--- src/rtl/i281_ctrl_pkg.sv ---
// Shared encodings for the i281 multicycle controller: states, instruction
// classes, ALU/write-select codes, flag bit positions and the strobe bundle.
package i281_ctrl_pkg;

    typedef enum logic [3:0] {
        S_IF       = 4'd0,
        S_ID       = 4'd1,
        S_EXALU    = 4'd2,
        S_EXALUI   = 4'd3,
        S_EXJUMP   = 4'd4,
        S_EXBRANCH = 4'd5,
        S_MEMREAD  = 4'd6,
        S_MEMWRITE = 4'd7,
        S_WBALU    = 4'd8,
        S_WBLOAD   = 4'd9,
        S_EXLOAD   = 4'd10,
        S_EXIMM    = 4'd11
    } state_t;

    localparam logic [4:0] I_NOOP    = 5'd0;
    localparam logic [4:0] I_INPUTC  = 5'd1;
    localparam logic [4:0] I_INPUTCF = 5'd2;
    localparam logic [4:0] I_INPUTD  = 5'd3;
    localparam logic [4:0] I_GCD     = 5'd4;
    localparam logic [4:0] I_MOVE    = 5'd5;
    localparam logic [4:0] I_LOADIP  = 5'd6;
    localparam logic [4:0] I_ADD     = 5'd7;
    localparam logic [4:0] I_ADDI    = 5'd8;
    localparam logic [4:0] I_SUB     = 5'd9;
    localparam logic [4:0] I_SUBI    = 5'd10;
    localparam logic [4:0] I_LOAD    = 5'd11;
    localparam logic [4:0] I_LOADF   = 5'd12;
    localparam logic [4:0] I_STORE   = 5'd13;
    localparam logic [4:0] I_STOREF  = 5'd14;
    localparam logic [4:0] I_SHIFTL  = 5'd15;
    localparam logic [4:0] I_SHIFTR  = 5'd16;
    localparam logic [4:0] I_CMP     = 5'd17;
    localparam logic [4:0] I_JUMP    = 5'd18;
    localparam logic [4:0] I_BRE     = 5'd19;
    localparam logic [4:0] I_BRNE    = 5'd20;
    localparam logic [4:0] I_BRG     = 5'd21;
    localparam logic [4:0] I_BRGE    = 5'd22;

    localparam logic [1:0] ALU_ADD = 2'd0;
    localparam logic [1:0] ALU_SUB = 2'd1;
    localparam logic [1:0] ALU_SHL = 2'd2;
    localparam logic [1:0] ALU_SHR = 2'd3;

    localparam logic [1:0] WSEL_ALU = 2'd0;
    localparam logic [1:0] WSEL_MEM = 2'd1;
    localparam logic [1:0] WSEL_IMM = 2'd2;
    localparam logic [1:0] WSEL_REG = 2'd3;

    localparam int F_C = 3;
    localparam int F_O = 2;
    localparam int F_N = 1;
    localparam int F_Z = 0;

    typedef struct packed {
        logic       pc_write;
        logic       pc_sel;
        logic       ir_write;
        logic       reg_write;
        logic [1:0] reg_wsel;
        logic [1:0] alu_op;
        logic       alu_src_imm;
        logic       flags_write;
        logic       mem_read;
        logic       mem_write;
        logic       code_write;
        logic       illegal;
        logic       instr_done;
    } ctrl_t;

    function automatic logic is_illegal(input logic [4:0] i);
        return (i == I_GCD) || (i > I_BRGE);
    endfunction

    // Dispatch from ID; NOOP and illegal codes retire without an Ex state.
    function automatic state_t id_route(input logic [4:0] i);
        state_t r;
        r = S_IF;
        unique case (1'b1)
            is_illegal(i),
            i == I_NOOP:
                r = S_IF;
            i inside {I_INPUTC, I_INPUTCF, I_INPUTD, I_MOVE, I_LOADIP}:
                r = S_EXIMM;
            i inside {I_ADD, I_SUB, I_SHIFTL, I_SHIFTR, I_CMP}:
                r = S_EXALU;
            i inside {I_ADDI, I_SUBI}:
                r = S_EXALUI;
            i inside {I_LOAD, I_LOADF, I_STORE, I_STOREF}:
                r = S_EXLOAD;
            i == I_JUMP:
                r = S_EXJUMP;
            default:
                r = S_EXBRANCH;
        endcase
        return r;
    endfunction

    function automatic logic [1:0] alu_op_of(input logic [4:0] i);
        logic [1:0] r;
        r = ALU_ADD;
        unique case (1'b1)
            i inside {I_SUB, I_SUBI, I_CMP}: r = ALU_SUB;
            i == I_SHIFTL:                   r = ALU_SHL;
            i == I_SHIFTR:                   r = ALU_SHR;
            default:                         r = ALU_ADD;
        endcase
        return r;
    endfunction

endpackage

--- src/rtl/i281_branch_eval.sv ---
// Branch condition evaluation for the i281 branch classes.
// Combinational: non-branch classes never report taken.
module i281_branch_eval
    import i281_ctrl_pkg::*;
(
    input  logic [4:0] instr,
    input  logic [3:0] flags,
    output logic       taken
);

    logic z;
    logic n_eq_o;

    assign z      = flags[F_Z];
    assign n_eq_o = (flags[F_N] == flags[F_O]);

    always_comb begin
        taken = 1'b0;
        unique case (instr)
            I_BRE:   taken = z;
            I_BRNE:  taken = !z;
            I_BRG:   taken = !z && n_eq_o;
            I_BRGE:  taken = n_eq_o;
            default: taken = 1'b0;
        endcase
    end

endmodule

--- src/rtl/i281_multicycle_ctrl.sv ---
// Multicycle control FSM for the i281 CPU: sequences IF/ID/Ex/Mem/Wb per
// instruction class and drives the datapath strobes as Moore outputs.
module i281_multicycle_ctrl
    import i281_ctrl_pkg::*;
#(
    parameter int STATE_W = 8,
    parameter int CNT_W   = 16
) (
    input  logic               clock,
    input  logic               reset,
    input  logic               run,
    input  logic [4:0]         instruction,
    input  logic [3:0]         flags,
    output logic [STATE_W-1:0] state,
    output logic               pc_write,
    output logic               pc_sel,
    output logic               ir_write,
    output logic               reg_write,
    output logic [1:0]         reg_wsel,
    output logic [1:0]         alu_op,
    output logic               alu_src_imm,
    output logic               flags_write,
    output logic               mem_read,
    output logic               mem_write,
    output logic               code_write,
    output logic               illegal,
    output logic               instr_done,
    output logic [CNT_W-1:0]   retired
);

    state_t           state_q;
    state_t           state_d;
    logic [4:0]       instr_q;
    logic [CNT_W-1:0] retired_q;
    logic             taken;
    ctrl_t            ctrl;
    ctrl_t            ctrl_o;

    i281_branch_eval u_branch_eval (
        .instr (instr_q),
        .flags (flags),
        .taken (taken)
    );

    always_ff @(posedge clock or posedge reset) begin
        if (reset) begin
            state_q <= S_IF;
            instr_q <= I_NOOP;
        end else begin
            state_q <= state_d;
            if (state_q == S_ID)
                instr_q <= instruction;
        end
    end

    always_comb begin
        state_d = S_IF;
        unique case (state_q)
            S_IF:      state_d = run ? S_ID : S_IF;
            S_ID:      state_d = id_route(instruction);
            S_EXALU,
            S_EXALUI:  state_d = (instr_q == I_CMP) ? S_IF : S_WBALU;
            S_EXLOAD:  state_d = (instr_q inside {I_LOAD, I_LOADF})
                                 ? S_MEMREAD : S_MEMWRITE;
            S_MEMREAD: state_d = S_WBLOAD;
            default:   state_d = S_IF;
        endcase
    end

    // ID decodes the live instruction; later states use the latched copy.
    always_comb begin
        ctrl = '0;
        unique case (state_q)
            S_IF: begin
                ctrl.pc_write = run;
                ctrl.ir_write = run;
            end
            S_ID: begin
                ctrl.illegal    = is_illegal(instruction);
                ctrl.instr_done = is_illegal(instruction)
                                  || (instruction == I_NOOP);
            end
            S_EXIMM: begin
                ctrl.instr_done = 1'b1;
                unique case (instr_q)
                    I_MOVE: begin
                        ctrl.reg_write = 1'b1;
                        ctrl.reg_wsel  = WSEL_REG;
                    end
                    I_LOADIP,
                    I_INPUTD: begin
                        ctrl.reg_write = 1'b1;
                        ctrl.reg_wsel  = WSEL_IMM;
                    end
                    I_INPUTC,
                    I_INPUTCF: ctrl.code_write = 1'b1;
                    default: ;
                endcase
            end
            S_EXALU,
            S_EXALUI: begin
                ctrl.alu_op      = alu_op_of(instr_q);
                ctrl.alu_src_imm = (state_q == S_EXALUI);
                ctrl.flags_write = 1'b1;
                ctrl.instr_done  = (instr_q == I_CMP);
            end
            S_WBALU: begin
                ctrl.reg_write  = 1'b1;
                ctrl.reg_wsel   = WSEL_ALU;
                ctrl.instr_done = 1'b1;
            end
            S_EXLOAD: begin
                ctrl.alu_op      = ALU_ADD;
                ctrl.alu_src_imm = 1'b1;
            end
            S_MEMREAD:
                ctrl.mem_read = 1'b1;
            S_WBLOAD: begin
                ctrl.reg_write  = 1'b1;
                ctrl.reg_wsel   = WSEL_MEM;
                ctrl.instr_done = 1'b1;
            end
            S_MEMWRITE: begin
                ctrl.mem_write  = 1'b1;
                ctrl.instr_done = 1'b1;
            end
            S_EXJUMP: begin
                ctrl.pc_write   = 1'b1;
                ctrl.pc_sel     = 1'b1;
                ctrl.instr_done = 1'b1;
            end
            S_EXBRANCH: begin
                ctrl.pc_write   = taken;
                ctrl.pc_sel     = taken;
                ctrl.instr_done = 1'b1;
            end
            default: ctrl = '0;
        endcase
    end

    // Strobes are forced low for the whole reset assertion, not just after.
    assign ctrl_o = reset ? '0 : ctrl;

    always_ff @(posedge clock or posedge reset) begin
        if (reset)
            retired_q <= '0;
        else if (ctrl_o.instr_done)
            retired_q <= retired_q + CNT_W'(1);
    end

    assign state       = STATE_W'(state_q);
    assign pc_write    = ctrl_o.pc_write;
    assign pc_sel      = ctrl_o.pc_sel;
    assign ir_write    = ctrl_o.ir_write;
    assign reg_write   = ctrl_o.reg_write;
    assign reg_wsel    = ctrl_o.reg_wsel;
    assign alu_op      = ctrl_o.alu_op;
    assign alu_src_imm = ctrl_o.alu_src_imm;
    assign flags_write = ctrl_o.flags_write;
    assign mem_read    = ctrl_o.mem_read;
    assign mem_write   = ctrl_o.mem_write;
    assign code_write  = ctrl_o.code_write;
    assign illegal     = ctrl_o.illegal;
    assign instr_done  = ctrl_o.instr_done;
    assign retired     = retired_q;

endmodule

--- config.mk ---
export PLATFORM = sky130hd
export DESIGN_NAME = i281_multicycle_ctrl
export DESIGN_NICKNAME = d
export VERILOG_FILES = /design/src/rtl/i281_ctrl_pkg.sv /design/src/rtl/i281_branch_eval.sv /design/src/rtl/i281_multicycle_ctrl.sv
export SDC_FILE = /design/constraint.sdc
export NUM_CORES = 1
export LEC_CHECK = 0
export CORE_MARGIN = 2
export CORE_UTILIZATION = 30
export CTS_CLUSTER_SIZE = 24
export DETAILED_ROUTE_END_ITERATION = 7
export PLACE_DENSITY = 0.59
export SYNTH_ARGS = -nofsm -noshare
export SYNTH_HDL_FRONTEND = slang
export SYNTH_SLANG_ARGS = --single-unit
--- constraint.sdc ---
create_clock -name clock -period 1.7 [get_ports clock]
set_input_delay 0.34 -clock clock [delete_from_list [all_inputs] [get_ports clock]]
set_output_delay 0.34 -clock clock [all_outputs]
set_load 0.03 [all_outputs]
---- Word level (Yosys, flattened, before mapping) ----
Index checks and enable logic that the tools add are counted.
Widths: inputs -> output; s select.
storage, ports and cells
  bits in registers ....................... 25
  input port bits ......................... 12
  output and inout bits ................... 39
  word-level logic and storage cells ...... 89
operators by class
  $add $sub $neg .......................... 1
  magnitude comparators ................... 1
  equality and inequality tests ........... 46
  multiplexer cells ....................... 21
  reduce and logical (&&, ||, !) cells .... 17
operators with widths
  cell                   count
  $eq 5x4->1 const B     13
  $eq 5x5->1 const B     9
  $eq 5x3->1 const B     6
  $pmux 4 s6             1
  $eq 5x2->1 const B     4
  $pmux 4 s5             1
  $add 16x1->16 const B  1
  $eq 4x3->1 const B     4
  $eq 4x4->1 const B     4
  $mux 15                1
  $pmux 3 s2             2
  $eq 5x1->1 const B     2
  $reduce_bool 5->1      2
  $mux 1                 9
  $pmux 3 s3             1
  $eq 4x2->1 const B     2
  $reduce_or 2->1        4
  $pmux 1 s3             2
  $pmux 2 s3             1
  $reduce_or 6->1        1
  $gt 5x5->1 const B     1
  $logic_not 5->1        1
  $eq 4x1->1 const B     1
  $logic_not 4->1        1
  other kinds (10)       12

---- Logic depth before layout (Yosys ltp) ----
  depth after elaboration ................. 5
  gate-level depth with buffers ........... 7
  gate-level depth less buffers ........... 6

---- By module ----
A second synthesis with hierarchy kept.
unflattened totals
  cells, all modules ...................... 191
  area total of the unflattened synthesis .. 1662.8 sq um
by module, submodules not included
  module                instances  cells each  area each (sq um)  sequential area each (sq um)
  i281_multicycle_ctrl  1          184         1602.8             625.6
  i281_branch_eval      1          7           60.1               0.0

---- Worst setup path before layout ----
Ideal clock, no wire load.
  kind .................................... reg2out
  start point ............................. reg state_q[2]
  end point ............................... out pc_write
  arrival time ............................ 3003 ps
  data required time ...................... 1360 ps
  setup slack ............................. -1643 ps
  stages on the path, launching flop included .. 5
  buffers on the path ..................... 1
  path through ............................ dfrtp_1 -> buf_2 -> nand2b_1 -> a2111oi_0 -> or2_1
between the ends
  longest elaborated chain between the ends .. 3
  elaborated cells on any way between the ends .. 5
  those cells by class .................... 2 x eq/ne; 2 x mux; 1 x reduce/logical
ends and longest elaborated chain
  element                                        line                         RTL
  start: declaration                             i281_multicycle_ctrl.sv:31   state_t state_q;
  start signal: assignment                       i281_multicycle_ctrl.sv:50   state_q <= state_d;
  $eq 4x3->1 or $logic_not 4->1 (tied branches)  i281_multicycle_ctrl.sv:73   unique case (state_q)
  $pmux 1 s3 (*)                                 i281_multicycle_ctrl.sv:73
  $mux 15 (*)                                    i281_multicycle_ctrl.sv:142  assign ctrl_o = reset ? '0 : ctrl;
  end: declaration                               i281_multicycle_ctrl.sv:15   output logic pc_write,
Mark *: on every way between the ends. The rest lies on a longest branch, timed or not.

---- Worst setup path after layout ----
  start point ............................. reg instr_q[1]
  end point ............................... out reg_write
between the ends
  longest elaborated chain between the ends .. 5
  elaborated cells on any way between the ends .. 7
  those cells by class .................... 3 x eq/ne; 3 x mux; 1 x reduce/logical
ends and longest elaborated chain
  element                                   line                         RTL
  start: declaration                        i281_multicycle_ctrl.sv:33   logic [4:0] instr_q;
  start signal: assignment                  i281_multicycle_ctrl.sv:52   instr_q <= instruction;
  $eq 5x3->1 or $eq 5x2->1 (tied branches)  i281_multicycle_ctrl.sv:85   unique case (instr_q)
  $reduce_or 2->1                           i281_multicycle_ctrl.sv:85
  $pmux 3 s2 (*)                            i281_multicycle_ctrl.sv:85
  $pmux 3 s3 (*)                            i281_multicycle_ctrl.sv:73
  $mux 15 (*)                               i281_multicycle_ctrl.sv:142
  end: declaration                          i281_multicycle_ctrl.sv:18   output logic reg_write,
Marked as above.

==> results.txt <==
The total area inside the core boundary comes to 5200 sq um. The number of distinct library cells after synthesis came out at between 40 and 50. The cell count after synthesis came out at 183. The static power due to leakage is 1.43 nW. For this run, the number of Yosys warnings is 0.

Detailed routing inserted a total of 1,668 vias. The congestion estimate from routability-driven global placement came to 0.756. After detailed routing, the wire length on met1 is 2050 um. The count of state elements after synthesis is 25. The number of max-slew violations in the final report is 0.

After layout, the minimum clock period comes to roughly 2100 ps. The worst hold slack after final layout came out at 337 ps. The height of the die is 78.1 um. Counting instances in the post-synthesis netlist gives the leading cell types as dfrtp_1, xnor2_1, nand2_1, nand3_1, nor2_1. The clock latency on the worst-skew pair came out at 270 ps. The path class of the tightest hold or removal check is in2async. Dividing the detail-routed via count by the number of cells gives 4.70. The critical path is of the reg2out type. The overall global routing resource usage came out at 15.6%. TritonCTS built the clock tree. Clock-pin slew was measured on the worst setup and hold paths at 90 ps. The number of antenna violations at the first check in global routing came out at 0. After synthesis the cells add up to 1650 sq um. The number of buffers inserted during clock tree synthesis is 3. The remaining number of nets flagged by the antenna check after routing came out at 0. From synthesis to final layout, the design area changed by 82.9%.

The startpoint identified for the worst register-to-register timing path is instr_q[1]. After the last flow step, the layout net total stands at 299. Of all flip-flops after synthesis, the portion carrying an async set or reset was 100%. The largest net degree at the start of global routing came out at 27. In this run the number of H-tree levels came out at 1.

The data required time of the critical path is 1360 ps. The CTS sink count is 25. Ranked by total cell area, the synthesized netlist is headed by dfrtp_1, xnor2_1, mux2_2. The first-iteration detailed-routing DRC count is 20.

The wire length on met2 came out at 2360 um. During I/O placement, the number of pins put on the boundary was 51. The iteration count of the initial detailed-routing pass came out at 4.

Dividing the detail-routed wire length by the instance count gives 13.2 um. The final total negative setup slack is -6080 ps. In the final layout, the share of cells above drive strength 1 is 50.5%. The number of diodes added for antenna fixing is 0. The number of cells on the worst reg-to-reg path is 8. The DRC violation count after routing is 0.

The number of endpoints with negative hold slack in the final report came to 0. The clock tree skew after final layout came out at 4.30 ps. The number of port buffers is 45. The nature of the critical path endpoint is an output pin.

The number of enable flip-flop cells after synthesis came out at 0. The maximum fanout encountered on the critical timing path is 6. The share of the yosys chip area belonging to registers came out at 38.0%. Setup repair after global routing could not meet its margin everywhere.

Counting along the longest clock path gives a buffer depth of 2. The width of the die came out at 78.1 um. The routed wire length is around 4700 um. Signal routing reaches up to met4. The power density over cell area is 1330 nW/um^2.

The via count of the first global-routing pass is 1,701. The most common cell in the synthesized netlist is dfrtp_1. The wire length of the first global-routing pass is 7730 um. At the placement stage, the worst setup path has a slack of -597 ps. VDD sags by at most 0.000758 V. Setup violations remaining at the end of the flow were counted as 32. The number of fill cells is 476. The total of max-cap violations came out at 0. The starting density of the core came out at 31.7%. The row count came out at 26. The data arrival time at the worst-slack endpoint came out at 1770 ps. The run finished, with violations left. The fraction of the cycle the final worst path needs is 124%.

The final reports fail on setup timing. dfrtp_1 takes more of the synthesized area than any other cell. After detailed routing, the met3 layer carries 224 um of wire. The placed wire-length estimate came out at 3370 um. The root buffer cell chosen for the clock tree is clkbuf_8.

The total global routing overflow came out at 0. STA classifies the critical path startpoint as a flip-flop. Derived from the worst setup path, the maximum achievable clock frequency is 0.473 GHz. Among all flip-flop cells after synthesis, the most frequent one is dfrtp_1. The portion of synthesized cell area occupied by the leading cell type is 38.0%. In this run the worst setup path begins at instr_q[1]. Averaged over all synthesized cells, the footprint is approximately 9 sq um. The setup slack on the worst flop-to-flop path came out at -220 ps. The endpoint of the worst register-to-register path is retired[1]. The setup slack of the critical path after layout is -413 ps. The floorplan die area is 6100 sq um.
-- cells by family (layout without fill, tap and decap cells) --
family,count (synthesis),count (layout),share of synthesized area [%]
other,1,4,0.228
buffers and inverters,21,120,6.98
XOR/XNOR,19,19,10.1
flip-flops,25,25,38.0
AO/OA/AOI/OAI,23,23,9.26
multiplexers,7,7,4.71
AND/OR/NAND/NOR,86,86,30.0
adder cells (fa/ha/maj),1,1,0.759
-- registers in the layout, indices dropped and copies added (netlist names) --
register	cells
retired	16
instr_q	5
state_q	4
-- repair_timing --
action	4_1_cts	5_1_grt
pin swaps	24	8
gates cloned	0	0
setup endpoints to repair	48	42
resized for setup	69	19
setup buffers	11	3
hold buffers	0	0
-- how the worst max path moves through the flow --
| stage | to | slack, ps | cells past startpoint |
|---|---|---|---|
| after global placement | illegal | -590 | 7 |
| final | reg_write | -410 | 7 |
| after global routing | ir_write | -520 | 5 |
| after floorplan | pc_write | -360 | 6 |
| after CTS | pc_write | -440 | 6 |
| after detailed placement | pc_write | -600 | 7 |
-- through the flow --
| stage | cells | power [mW] | util, % | cell area, sq um |
|---|---|---|---|---|
| final | 355 | 4.00 | 57.9 | 3010 |
| after global routing | 355 | 4.25 | 57.9 | 3010 |
| after floorplan | 186 | 2.36 | - | 1850 |
| after detailed placement | 339 | 3.22 | 50.6 | 2640 |
| after CTS | 353 | 3.86 | 56.4 | 2940 |
| after global placement | 339 | 3.20 | 50.6 | 2640 |
-- layer usage --
layer / global-route usage, % / vias to the layer above
met5: 0 / -
li1: - / 835
met4: 3.68 / 0
met1: 19.5 / 776
met3: 2.18 / 6
met2: 28.3 / 51
-- placed cells by master, fill, tap and decap left out, drive strengths merged, types with 3 or more instances in the layout --
| cell type | count |
|---|---|
| a21oi | 8 |
| and3 | 5 |
| buf | 80 |
| clkbuf | 4 |
| clkdlybuf4s50 | 3 |
| conb | 4 |
| dfrtp | 25 |
| dlygate4sd2 | 21 |
| dlymetal6s2s | 3 |
| inv | 6 |
| mux2 | 6 |
| nand2 | 14 |
| nand2b | 8 |
| nand3 | 12 |
| nand4 | 4 |
| nor2 | 11 |
| nor2b | 5 |
| nor3 | 9 |
| nor3b | 5 |
| o21ai | 4 |
| xnor2 | 16 |
| xor2 | 3 |
-- where the power goes --
group | internal [mW] | total (mW) | switching (mW)
registers | 0.777 | 1.02 | 0.247
clock network | 0.164 | 0.354 | 0.190
logic | 1.40 | 2.62 | 1.22
total | 2.34 | 4.00 | 1.65
-- worst max-delay path: stages (launching register included) --
cell	delay, ps
dfrtp_2	460
buf_4	150
buf_6	120
xor2_1	160
a21oi_1	240
nor2_4	70
a21o_4	180
buf_6	130
-- cell type report --
type | instances | area [sq um] | area share [%]
clock buffer | 3 | 41.3 | 1.37
clock inverter | 1 | 5.00 | 0.166
inverter | 6 | 25.0 | 0.830
multi-input combinational | 140 | 1210 | 40.0
sequential | 25 | 633 | 21.0
tap | 70 | 87.6 | 2.91
timing repair buffer | 110 | 1020 | 33.7
Power figures use the tool's default switching activity.
